## src/rtl/medication_event_logger.sv

```systemverilog
// Medication event logger: turns alarm, dose-taken and missed-dose edges into
// timestamped 9-bit records {type, drug, hour} and queues them for a reader.
module medication_event_logger #(
   parameter int unsigned DEPTH = 8,
   parameter int unsigned CNT_W = 4
) (
   input  logic             clk,
   input  logic             rst,
   input  logic             hour_tick,
   input  logic [3:0]       shouldEat,
   input  logic [3:0]       button,
   input  logic [3:0]       notify,
   input  logic             ev_ready,
   input  logic             clr_ovf,
   output logic             ev_valid,
   output logic [8:0]       ev_data,
   output logic [CNT_W-1:0] level,
   output logic             overflow,
   output logic [4:0]       hour
);

   localparam int unsigned PtrW = $clog2(DEPTH);

   logic [4:0]       hour_q, hour_d;
   logic [3:0]       prev_se_q, prev_btn_q, prev_nt_q;
   // Pending bits: [3:0] ALARM, [7:4] TAKEN, [11:8] MISSED, drug index within each nibble
   logic [11:0]      pend_q, pend_d;
   logic [11:0]      det, sel, clr;
   logic             ovf_q, ovf_d;
   logic [8:0]       mem_q [DEPTH];
   logic [PtrW-1:0]  wptr_q, rptr_q;
   logic [CNT_W-1:0] cnt_q, cnt_d;
   logic [8:0]       last_q;
   logic [8:0]       rec;
   logic             found, full, empty, pop, push;

   // Rising-edge detection per drug; TAKEN only counts while the alarm is up
   always_comb begin
      det[3:0]  = shouldEat & ~prev_se_q;
      det[7:4]  = button & ~prev_btn_q & shouldEat;
      det[11:8] = notify & ~prev_nt_q;
   end

   // Fixed-priority arbiter: MISSED > TAKEN > ALARM, lowest drug first
   always_comb begin
      sel   = '0;
      found = 1'b0;
      rec   = '0;
      for (int g = 2; g >= 0; g--) begin
         for (int d = 0; d < 4; d++) begin
            if (!found && pend_q[g*4+d]) begin
               found        = 1'b1;
               sel[g*4+d]   = 1'b1;
               rec          = {2'(g + 1), 2'(d), hour_q};
            end
         end
      end
   end

   // FIFO status, handshake and pending/overflow next state
   always_comb begin
      empty  = (cnt_q == '0);
      full   = (cnt_q == CNT_W'(DEPTH));
      pop    = !empty && ev_ready;
      push   = found && (!full || pop);
      clr    = push ? sel : '0;
      // A detection landing on a bit being cleared this cycle is queued, not lost
      pend_d = (pend_q & ~clr) | det;
      ovf_d  = (|(det & pend_q & ~clr)) | (ovf_q & ~clr_ovf);
      hour_d = hour_tick ? ((hour_q == 5'd23) ? 5'd0 : hour_q + 5'd1) : hour_q;
      unique case ({push, pop})
         2'b10:   cnt_d = cnt_q + CNT_W'(1);
         2'b01:   cnt_d = cnt_q - CNT_W'(1);
         default: cnt_d = cnt_q;
      endcase
   end

   // Control state: hour, edge history, pending, overflow, pointers, level
   always_ff @(posedge clk or posedge rst) begin
      if (rst) begin
         hour_q     <= '0;
         prev_se_q  <= '0;
         prev_btn_q <= '0;
         prev_nt_q  <= '0;
         pend_q     <= '0;
         ovf_q      <= 1'b0;
         wptr_q     <= '0;
         rptr_q     <= '0;
         cnt_q      <= '0;
         last_q     <= '0;
      end else begin
         hour_q     <= hour_d;
         prev_se_q  <= shouldEat;
         prev_btn_q <= button;
         prev_nt_q  <= notify;
         pend_q     <= pend_d;
         ovf_q      <= ovf_d;
         cnt_q      <= cnt_d;
         if (push) wptr_q <= wptr_q + PtrW'(1);
         if (pop) begin
            rptr_q <= rptr_q + PtrW'(1);
            last_q <= mem_q[rptr_q];
         end
      end
   end

   // Record storage; contents are only meaningful between the pointers
   always_ff @(posedge clk) begin
      if (push) mem_q[wptr_q] <= rec;
   end

   // First-word fall-through head; holds the last popped record when empty
   always_comb begin
      ev_valid = !empty;
      ev_data  = empty ? last_q : mem_q[rptr_q];
      level    = cnt_q;
      overflow = ovf_q;
      hour     = hour_q;
   end

endmodule

```

## config.mk

```make
export PLATFORM = sky130hd
export DESIGN_NAME = medication_event_logger
export DESIGN_NICKNAME = d
export VERILOG_FILES = /design/src/rtl/medication_event_logger.sv
export SDC_FILE = /design/constraint.sdc
export NUM_CORES = 1
export LEC_CHECK = 0
export BUFFER_PORTS_ARGS = -buffer_cell sky130_fd_sc_hd__buf_2
export CAP_MARGIN = 5
export CORE_UTILIZATION = 54
export CTS_BUF_LIST = sky130_fd_sc_hd__clkbuf_4 sky130_fd_sc_hd__clkbuf_8 sky130_fd_sc_hd__clkbuf_16
export DETAILED_ROUTE_END_ITERATION = 8
export HOLD_SLACK_MARGIN = 0.03
export MAX_ROUTING_LAYER = met4
export PLACE_DENSITY = 0.72
export SYNTH_ARGS = -nofsm -noshare
export SYNTH_HDL_FRONTEND = slang
export SYNTH_SLANG_ARGS = --single-unit
export TNS_END_PERCENT = 5
```

## constraint.sdc

```tcl
create_clock -name clk -period 2.43 [get_ports clk]
set_input_delay 0.486 -clock clk [delete_from_list [all_inputs] [get_ports clk]]
set_output_delay 0.486 -clock clk [all_outputs]
set_load 0.05 [all_outputs]
```

* Word level (Yosys, flattened, before mapping) *
Memories as Yosys holds them, arrays and structs flattened.
Cells that the tools add are included.

operators by class
  add/subtract/negate cells = 5
  eq/ne operators = 4
  muxes and demuxes = 41
  bitwise logic cells = 15
  reduce and logical (&&, ||, !) cells = 30

operator list
  operator             count
  $mux 9               13
  $and 12x12->12       3
  $mux 1               25
  $and 4x4->4          4
  $logic_and 1x1->1    13
  $logic_not 1->1      13
  $mux 12              1
  $not 12->12          1
  $not 4->4            3
  $or 12x12->12        1
  $reduce_or 12->1     1
  $pmux 4 s2           1
  $add 3x1->3 const B  2
  $add 5x1->5 const B  1
  $eq 5x5->1 const B   1
  $mux 5               1
  $add 4x1->4 const B  1
  $eq 4x4->1 const B   1
  $logic_not 4->1      1
  $sub 4x1->4 const B  1
  $eq 2x1->1 const B   1
  $eq 2x2->1 const B   1
  $reduce_bool 2->1    1
  $and 1x1->1          1
  3 further kinds      3

word-level totals
  bits in registers = 49
  RAM bits = 72
  output and inout bits = 20
  word-level logic and storage cells = 106
  memories kept = 1

memories
  memory  words  width  read ports  clocked after memory_dff  write ports  line  RTL
  mem_q   8      9      1           0                         1            30    logic [8:0] mem_q [DEPTH];

* Depth between registers and ports, before layout *
Gate-level depths: netlist of the first run.

  depth after elaboration = 40
  mapped depth = 10
  depth with buffers taken out = 9

* Least setup slack after synthesis of the first run *
OpenSTA, ideal clock, no wires.

  kind = flip-flop to output port
  start point = register cnt_q[1] (netlist: level[1])
  end point = output port ev_data[0]
  data arrival time = 2691 ps
  path slack = -747 ps
  cell stages (with the launch flop) = 5
  path buffers = 2
  cell sequence = dfrtp_1 -> or4_1 -> clkbuf_1 -> clkbuf_1 -> a21oi_1

on the way
  word-level cells in the longest chain between the ends = 2

ends and longest elaborated chain
  element                   line  RTL
  start: declaration        32    logic [CNT_W-1:0] cnt_q, cnt_d;
  start signal: assignment  98    cnt_q <= cnt_d;
  $logic_not 4->1           62    empty = (cnt_q == '0);
  $mux 9                    115   ev_data = empty ? last_q : mem_q[rptr_q];
  end: declaration          16    output logic [8:0] ev_data,

Every way passes these cells.

* Worst setup path in the final report of the first run *
  start point = register rptr_q[0]
  end point = output port ev_data[3]

on the way
  word-level cells in the longest chain between the ends = 2

ends and longest elaborated chain
  element                   line  RTL
  start: declaration        31    logic [PtrW-1:0] wptr_q, rptr_q;
  start signal: assignment  101   rptr_q <= rptr_q + PtrW'(1);
  $mem_v2 8x9               -
  $mux 9                    115

Every way passes these cells.

==> run metrics, run 1 <==
status complete, but fails checks; failing checks setup timing; Area Overhead vs Synth 30.15%; max-slew violation count 0; clock network power share 25.6%; RR Startpoint pend_q[11]; total power 9.954 mW; Req. time, crit path 1.94 ns; # diodes 0; Setup crit end ev_data[3]; NumNets Final 463; CP Launch Type register; area leader, netlist edfxtp_1; WL/cell 19.38 um; GR Util met3 6.184%; Antenna Violating Nets Remaining 0; Worst VDD drop between 0.9 and 1 mV; DRT iter0 DRCs 268; Post-Synthesis Cell Area a little over 5000 um^2; Max transition margin 44.14%; number of synthesized register bits 121; FF+latch area 3390 um^2; Crit Path Category reg2out; Final setup viols 10; synth warn 0; Skew-Pair Late Insertion Delay 0.51 ns; switching pwr ~3.6 mW; max-cap violation count 0; initial antenna violation count 0; CP startpoint rptr_q[0]; Gate power share 41.7%; Die H 99.10 um; Power Density 1502 nW/um^2; main flop type after synthesis edfxtp_1; GR peak layer met2; worst slew pin tran 0.8353 ns; fin crit period 2.718 ns; RSZ-0062 raised after global routing yes; Final Hold Viols 0; Sw Ratio ~36%; CTS root buffer clkbuf_8; vias 3304; GRT Resource Usage Total about a quarter; Synth Instances 355; Clock transition at path regs 0.06 ns; Starting Density 55.36%; Port Buf Inserts 36; HP Class in2reg; R2R Setup Slk 0.03 ns; setup TNS -2.232 ns; drt pass-1 iters 5; post-synthesis sequential area ratio roughly 67%; synth top area cells edfxtp_1, dfrtp_1, mux4_2; sequential share of power 32.7%; CTS tree yes; FFs w/ async S/R, synth 40.50%; design internal power around 6.4 mW; vias in the first global route 3527; crit path DAT 2.23 ns; most common library cells after synthesis edfxtp_1, dfrtp_1, nand2_1; H-tree Lvls 4; layout cells sized above 1 34.44%; met1 Use GR between 30 and 40%; Fillers 561; hpwl dp 6.698 mm; IO Pins 37; worst clock skew 0.008877 ns; highest clock rate 0.3679 GHz; syn_nets approximately 380; DIE WIDTH 99.10 um; final WL 10.93 mm; part of the cycle the worst path needs 111.9%; FF-to-FF End overflow; final worst slack -0.2882 ns; Vias/cell between 5 and 6; Post-Syn Area per Cell 14.34 um^2; drc violations 0; global-route wire length before repair 18.08 mm; area of the multi-input gates ~1800 um^2; largest net degree at the start of global routing 21; Yosys cell types 45; Longest Clk Path Bufs 2; most numerous cell in the Yosys netlist edfxtp_1; Crit. End Element output pin; cts bufs inserted 17; leakage about 2.6 nW; CTS Sinks 121; num rows 35; die area between 9000 and 10000 um^2; GRT met2 Usage 42.07%; Critical Path Fanout Max 5; Worst Reg-to-Reg Cells 6; number of synthesized flops with an enable pin 72; GP Congestion between 0.9 and 1; Synth top area share 42.47%; Core Box Area 9196 um^2; GRT Residual Overflow 0
## how the worst min path moves through the flow
stage	start	to	cells past startpoint
5_1_grt	button[3]	prev_btn_q[3]	1
6_report	button[3]	prev_btn_q[3]	1
3_5_place_dp	prev_nt_q[1]	pend_q[9]	1
4_1_cts	button[3]	prev_btn_q[3]	1
2_1_floorplan	prev_se_q[1]	pend_q[1]	1
3_3_place_gp	prev_se_q[2]	pend_q[2]	1
## stage by stage
step                setup slack [ns]  hold slack (ns)  instances  utilization [%]  area, um^2
floorplan                    -0.1545           0.4150        355                -        5209
global placement             0.09505           0.4324        526            62.75        5771
detailed placement          -0.06393           0.4395        526            62.75        5771
CTS                          -0.3056          0.07574        564            71.63        6588
global route                 -0.3698          0.07150        564            72.05        6626
finish                       -0.2882          0.08761        564            72.05        6626
## per-layer routing
metal | wire length (um) | share of wire [%]
met1 | 4505 | 41
met2 | 5782 | 53
met3 | 528 | 4.8
met4 | 116 | 1.1
met5 | 0 | 0
## power groups by stage
stage | clock [mW] | combinational [mW] | sequential [mW]
final | 2.55 | 4.15 | 3.25
after global routing | 2.67 | 4.40 | 3.31
after CTS | 2.58 | 4.09 | 3.23
after detailed placement | 0 | 3.52 | 3.25
after global placement | 0 | 3.46 | 3.20
after floorplan | 0 | 2.30 | 3.41
## layout make-up
| cell class | count | share of cell area, % |
|---|---|---|
| multi-input cells | 206 | 26.98 |
| clock buffers | 19 | 6.477 |
| inverters | 14 | 0.7931 |
| flip-flops and latches | 121 | 51.15 |
| repair buffers | 80 | 9.819 |
| well taps | 111 | 2.096 |
| clock inverters | 13 | 2.681 |
## registers in the layout, summed over array words and instances (netlist names)
register,flops
level,4
prev_se_q,4
mem_q,72
overflow,1
prev_btn_q,4
last_q,9
wptr_q,3
rptr_q,3
prev_nt_q,4
hour,5
pend_q,12
## critical path: stages (launching register included)
cell,delay (ns)
dfrtp_2,0.41
buf_6,0.14
buf_16,0.12
mux4_2,0.50
mux2i_2,0.18
buf_4,0.16
a21oi_4,0.05
buf_6,0.16
## cells by family (layout without fill, tap and decap cells)
family | Yosys count | count (layout) | share of synthesized area [%]
multiplexers | 32 | 32 | 10.79
adder cells (fa/ha/maj) | 6 | 6 | 1.622
flip-flops | 121 | 121 | 66.55
buffers and inverters | 28 | 126 | 2.163
AO/OA/AOI/OAI | 56 | 56 | 6.955
AND/OR/NAND/NOR | 104 | 104 | 10.54
XOR/XNOR | 8 | 8 | 1.376
## cells in the final DEF, fill, tap and decap left out, types with 5 or more instances in the layout
cell       synthesis  final
nand2b_1           5      5
clkbuf_16          0     17
a21oi_4            0      9
and2_1             6      6
mux2i_1           11      5
buf_2              4     27
xnor2_1            7      7
o31ai_1            5      5
mux4_2            18     18
nor3_1             8      8
buf_4              0     36
buf_6              0     12
edfxtp_1          72     72
inv_1             14     13
ha_1               5      5
nand3_1            6      6
nand3b_1           5      5
nand2_1           26     26
nor2b_1            5      5
dfrtp_1           49     48
o21ai_0           21     21
nor2_1            22     22
## repair_timing
item,4_1_cts,5_1_grt
hold endpoints to repair,16,0
hold buffers,1,0
endpoints found under the setup margin,11,12
buffers inserted,3,0
gates resized for setup,31,8
gates cloned,2,1
pin swaps,0,1
Power figures use the tool's default switching activity.
==> run 2: changes to the inputs <==
Settings changed: SKIP_CTS_REPAIR_TIMING from default to 1.
==> run metrics, run 2 (same netlist as run 1, synthesis figures left out) <==
status complete, but fails checks; failing checks setup timing; drt pass-1 iters 4; Req. time, crit path 1.94 ns; Regs by FF count mem_q (72), pend_q (12), last_q (9); worst slew pin tran 0.8446 ns; GRT Residual Overflow 0; Clock transition at path regs about 0.06 ns; CP Launch Type register; final non-filler cell total between 500 and 600; # diodes 0; fin crit period 2.728 ns; max reg flops 72; Crit. End Element output pin; GP Congestion 0.9277; Crit Path Category reg2out; Vias/cell 5.813; layout cells sized above 1 33.41%; critical path's top delay family multiplexers; Critical Path Fanout Max 10; DP Area 5771 um^2; vias in the first global route 3469; highest clock rate 0.3665 GHz; Power Density between 1000 and 1500 nW/um^2; sequential share of power ~34%; switching pwr 3.420 mW; Area Overhead vs Synth 27.01%; worst clock skew 0.01165 ns; Port Buf Inserts 36; CTS root buffer clkbuf_8; part of the cycle the worst path needs 112.3%; NumNets Final 459; clock network power share 26.8%; commonest cells after routing, fill and taps aside edfxtp_1, dfrtp_1, buf_4, buf_2, nand2_1; post-route cell area 6466 um^2; HP Class in2reg; commonest non-fill, non-tap cell in the layout edfxtp_1; Largest Register mem_q; max-cap violation count 0; Antenna Violating Nets Remaining 0; crit path DAT about 2.2 ns; DRT iter0 DRCs 291; CP cell instances buf_12, mux4_2, mux2i_2, buf_4, a21oi_4, buf_6; Core Box Area 9196 um^2; count of buffer and inverter cells on the critical path 3; vias 3255; num rows 35; Max transition margin a little over two fifths; Worst path slowest cell mux4_2; final WL 10.51 mm; H-tree Lvls 4; CTS tree yes; global-route wire length before repair 17.19 mm; Final Hold Viols 0; hpwl dp 6.698 mm; max-slew violation count 0; largest net degree at the start of global routing 21; design internal power 6.087 mW; GRT Resource Usage Total 24.44%; IO Pins 37; Worst VDD drop a little under 0.8 mV; Final setup viols 11; crit-path max cell delay 0.54 ns; leakage 2.499 nW; die area just under 10000 um^2; cts bufs inserted 17; initial antenna violation count 0; R2R Setup Slk -0.04 ns; Gate power share 39.2%; final worst slack -0.2983 ns; drc violations 0; Die H between 90 and 100 um; CTS Sinks 121; DIE WIDTH just under 100 um; Longest Clk Path Bufs 2; Starting Density 55.36%; Sw Ratio 35.97%; Skew-Pair Late Insertion Delay approximately 0.52 ns; DP Cell Count 526; RSZ-0062 raised after global routing yes; WL/cell 18.78 um
## run 2: cell count changes in the layout (fill, tap and decap cells not counted), sizes merged
| cell | delta |
|---|---|
| buf | -4 |
## run 2: stage by stage
stage	hold WS [ns]	util (%)	setup slack, ns	total power [mW]	setup TNS, ns
5_1_grt	0.07342	70.31	-0.3982	9.952	-3.464
2_1_floorplan	0.4150	-	-0.1545	5.717	-0.7952
6_report	0.08670	70.31	-0.2983	9.507	-2.394
3_5_place_dp	0.4395	62.75	-0.06393	6.774	-0.06393
4_1_cts	-0.04379	69.35	-0.3400	9.346	-2.821
3_3_place_gp	0.4324	62.75	0.09505	6.661	0
## run 2: worst register-to-register path, stage by stage, from the launching register on
cell and delay (ns):
dfrtp_1 0.39, nor4_2 0.37, nand4_1 0.16, or2_2 0.35, inv_1 0.11, ha_1 0.23
a21o_1 0.18, a21oi_1 0.19, mux2i_1 0.26, xor2_1 0.16
## run 2: routing by layer
layer	global-route usage (%)	routed length, um
met1	30.29	4427
met2	38.95	5386
met3	6.325	540
met4	9.729	159
met5	-	0
## run 2: worst paths after layout
path                            endpoint  cells after the start    startpoint
max                           ev_data[0]                      6     rptr_q[0]
min in group asynchronous       level[0]                      3           rst
max reg2reg                     level[3]                      9     pend_q[6]
min reg2reg                    pend_q[9]                      1  prev_nt_q[1]
min                        prev_btn_q[0]                      1     button[0]
max in group asynchronous        hour[4]                      4           rst
## run 2: cell type report
type | count | area, um^2
fill | 587 | 2730
inverter | 14 | 52.55
sequential | 121 | 3390
multi-input combinational | 206 | 1734
timing repair buffer | 76 | 544.3
clock inverter | 13 | 177.7
clock buffer | 19 | 429.2
tap | 111 | 138.9
## run 2: power groups by stage
| stage | logic (mW) | clock network (mW) | registers (mW) |
|---|---|---|---|
| floorplan | 2.30 | 0 | 3.41 |
| global placement | 3.46 | 0 | 3.20 |
| detailed placement | 3.52 | 0 | 3.25 |
| CTS | 3.55 | 2.58 | 3.22 |
| global route | 3.98 | 2.67 | 3.30 |
| finish | 3.72 | 2.54 | 3.24 |
==> run 3: changes to the inputs <==
Settings changed: CORE_ASPECT_RATIO from default to 0.9.
==> run metrics, run 3 (same netlist as run 1, synthesis figures left out) <==
status complete, but fails checks; failing checks setup timing; Final setup viols 10; pre-CTS setup slack 0.04682 ns; Hold WS around 0.08 ns; WL/cell 19.29 um; Crit. End Element output pin; Fillers 607; final core utilization 71.63%; Critical Path Fanout Max 10; Skew-Pair Late Insertion Delay 0.52 ns; H-tree Lvls 4; num rows 33; CP startpoint rptr_q[0]; CP cell instances clkbuf_16, mux4_2, mux2i_2, a21oi_4, buf_2; Area Overhead vs Synth 28.39%; hpwl dp 6.849 mm; leakage 2.531 nW; part of the cycle the worst path needs 112.4%; R2R Setup Slk -0.01 ns; Longest Clk Path Bufs 2; Req. time, crit path 1.94 ns; cts bufs inserted 17; largest net degree at the start of global routing 22; vias in the first global route 3337; final worst slack -0.3016 ns; Worst path slowest cell mux4_2; Clock transition at path regs ~0.06 ns; RR Startpoint pend_q[11]; HP Class in2reg; Die H 94.12 um; setup TNS -2.438 ns; Worst Reg-to-Reg Cells 6; post-route cell area 6536 um^2; Worst VDD drop 1.124 mV; IO Pins 37; fin crit period between 2 and 3 ns; worst slew pin tran between 0.7 and 0.8 ns; commonest non-fill, non-tap cell in the layout edfxtp_1; crit path DAT roughly 2.3 ns; Setup crit end ev_data[4]; die area 9821 um^2; drc violations 0; initial antenna violation count 0; final non-filler cell total 572; # diodes 0; Antenna Violating Nets Remaining 0; CTS tree yes; Core Box Area around 9100 um^2; Starting Density 55.79%; Largest Register mem_q; CP Launch Type register; FF-to-FF End overflow; global-route wire length before repair roughly 18 mm; Vias/cell 5.757; hold depth 1; max-cap violation count 0; layout cells sized above 1 33.56%; max-slew violation count 0; commonest cells after routing, fill and taps aside edfxtp_1, dfrtp_1, buf_4, buf_2, nand2_1; Port Buf Inserts 36; Final Hold Viols 0; CTS Sinks 121; highest clock rate 0.3661 GHz; worst clock skew slightly above 0.009 ns; DP Area 5792 um^2; DRT iter0 DRCs 245; Power Density 1496 nW/um^2; crit-path max cell delay about 0.52 ns; GRT Residual Overflow 0; Max transition margin between 40% and 50%; NumNets Final 460; CTS root buffer clkbuf_8; GP Congestion 0.9451; Crit Path Category reg2out; DIE WIDTH 104.4 um; drt pass-1 iters 7; final WL 11.04 mm; GRT Resource Usage Total between 20% and 30%; RSZ-0062 raised after global routing yes; max reg flops between 70 and 80; vias 3293; total power roughly 9.8 mW; DP Cell Count 538; Regs by FF count mem_q (72), pend_q (12), last_q (9)
[run 3: cell count changes in the layout (fill, tap and decap cells not counted), sizes merged]
| cell | previous run | this run |
|---|---|---|
| buf | 74 | 75 |
| bufinv | 4 | 6 |
| clkbuf | 20 | 18 |
| clkinv | 6 | 5 |
| clkinvlp | 3 | 2 |
| inv | 14 | 16 |
[run 3: how the worst min path moves through the flow]
stage / start / endpoint / slack [ns]
6_report: button[3] / prev_btn_q[3] / 0.08
5_1_grt: notify[2] / prev_nt_q[2] / 0.06
4_1_cts: rst / level[1] / -0.07
3_5_place_dp: prev_se_q[1] / pend_q[1] / 0.44
3_3_place_gp: prev_btn_q[1] / pend_q[5] / 0.43
2_1_floorplan: prev_se_q[1] / pend_q[1] / 0.42
[run 3: worst max-delay path, delay by kind of cell, from the launching register on]
kind	cells	cell delay (ns)
DFF	1	0.43
buffers and inverters	2	0.41
AOI/OAI and AO/OA	1	0.09
muxes	2	0.79
[run 3: layout make-up]
type | count | area (um^2) | area share, %
multi-input combinational | 206 | 1730 | 26.47
inverter | 14 | 52.55 | 0.8040
sequential | 121 | 3390 | 51.86
clock inverter | 15 | 247.7 | 3.790
tap | 122 | 152.6 | 2.335
clock buffer | 17 | 414.1 | 6.336
timing repair buffer | 77 | 549.3 | 8.404
[run 3: per-layer routing]
layer / vias up / wire [um] / track usage, %
li1: 1504 / - / -
met1: 1661 / 4869 / 32.70
met2: 116 / 5334 / 39.40
met3: 12 / 724 / 6.449
met4: 0 / 108 / 9.405
met5: - / 0 / -
[run 3: report_power, final]
part | switching (mW) | internal, mW
clock | 0.943 | 1.88
sequential | 0.318 | 2.90
combinational | 2.25 | 1.48
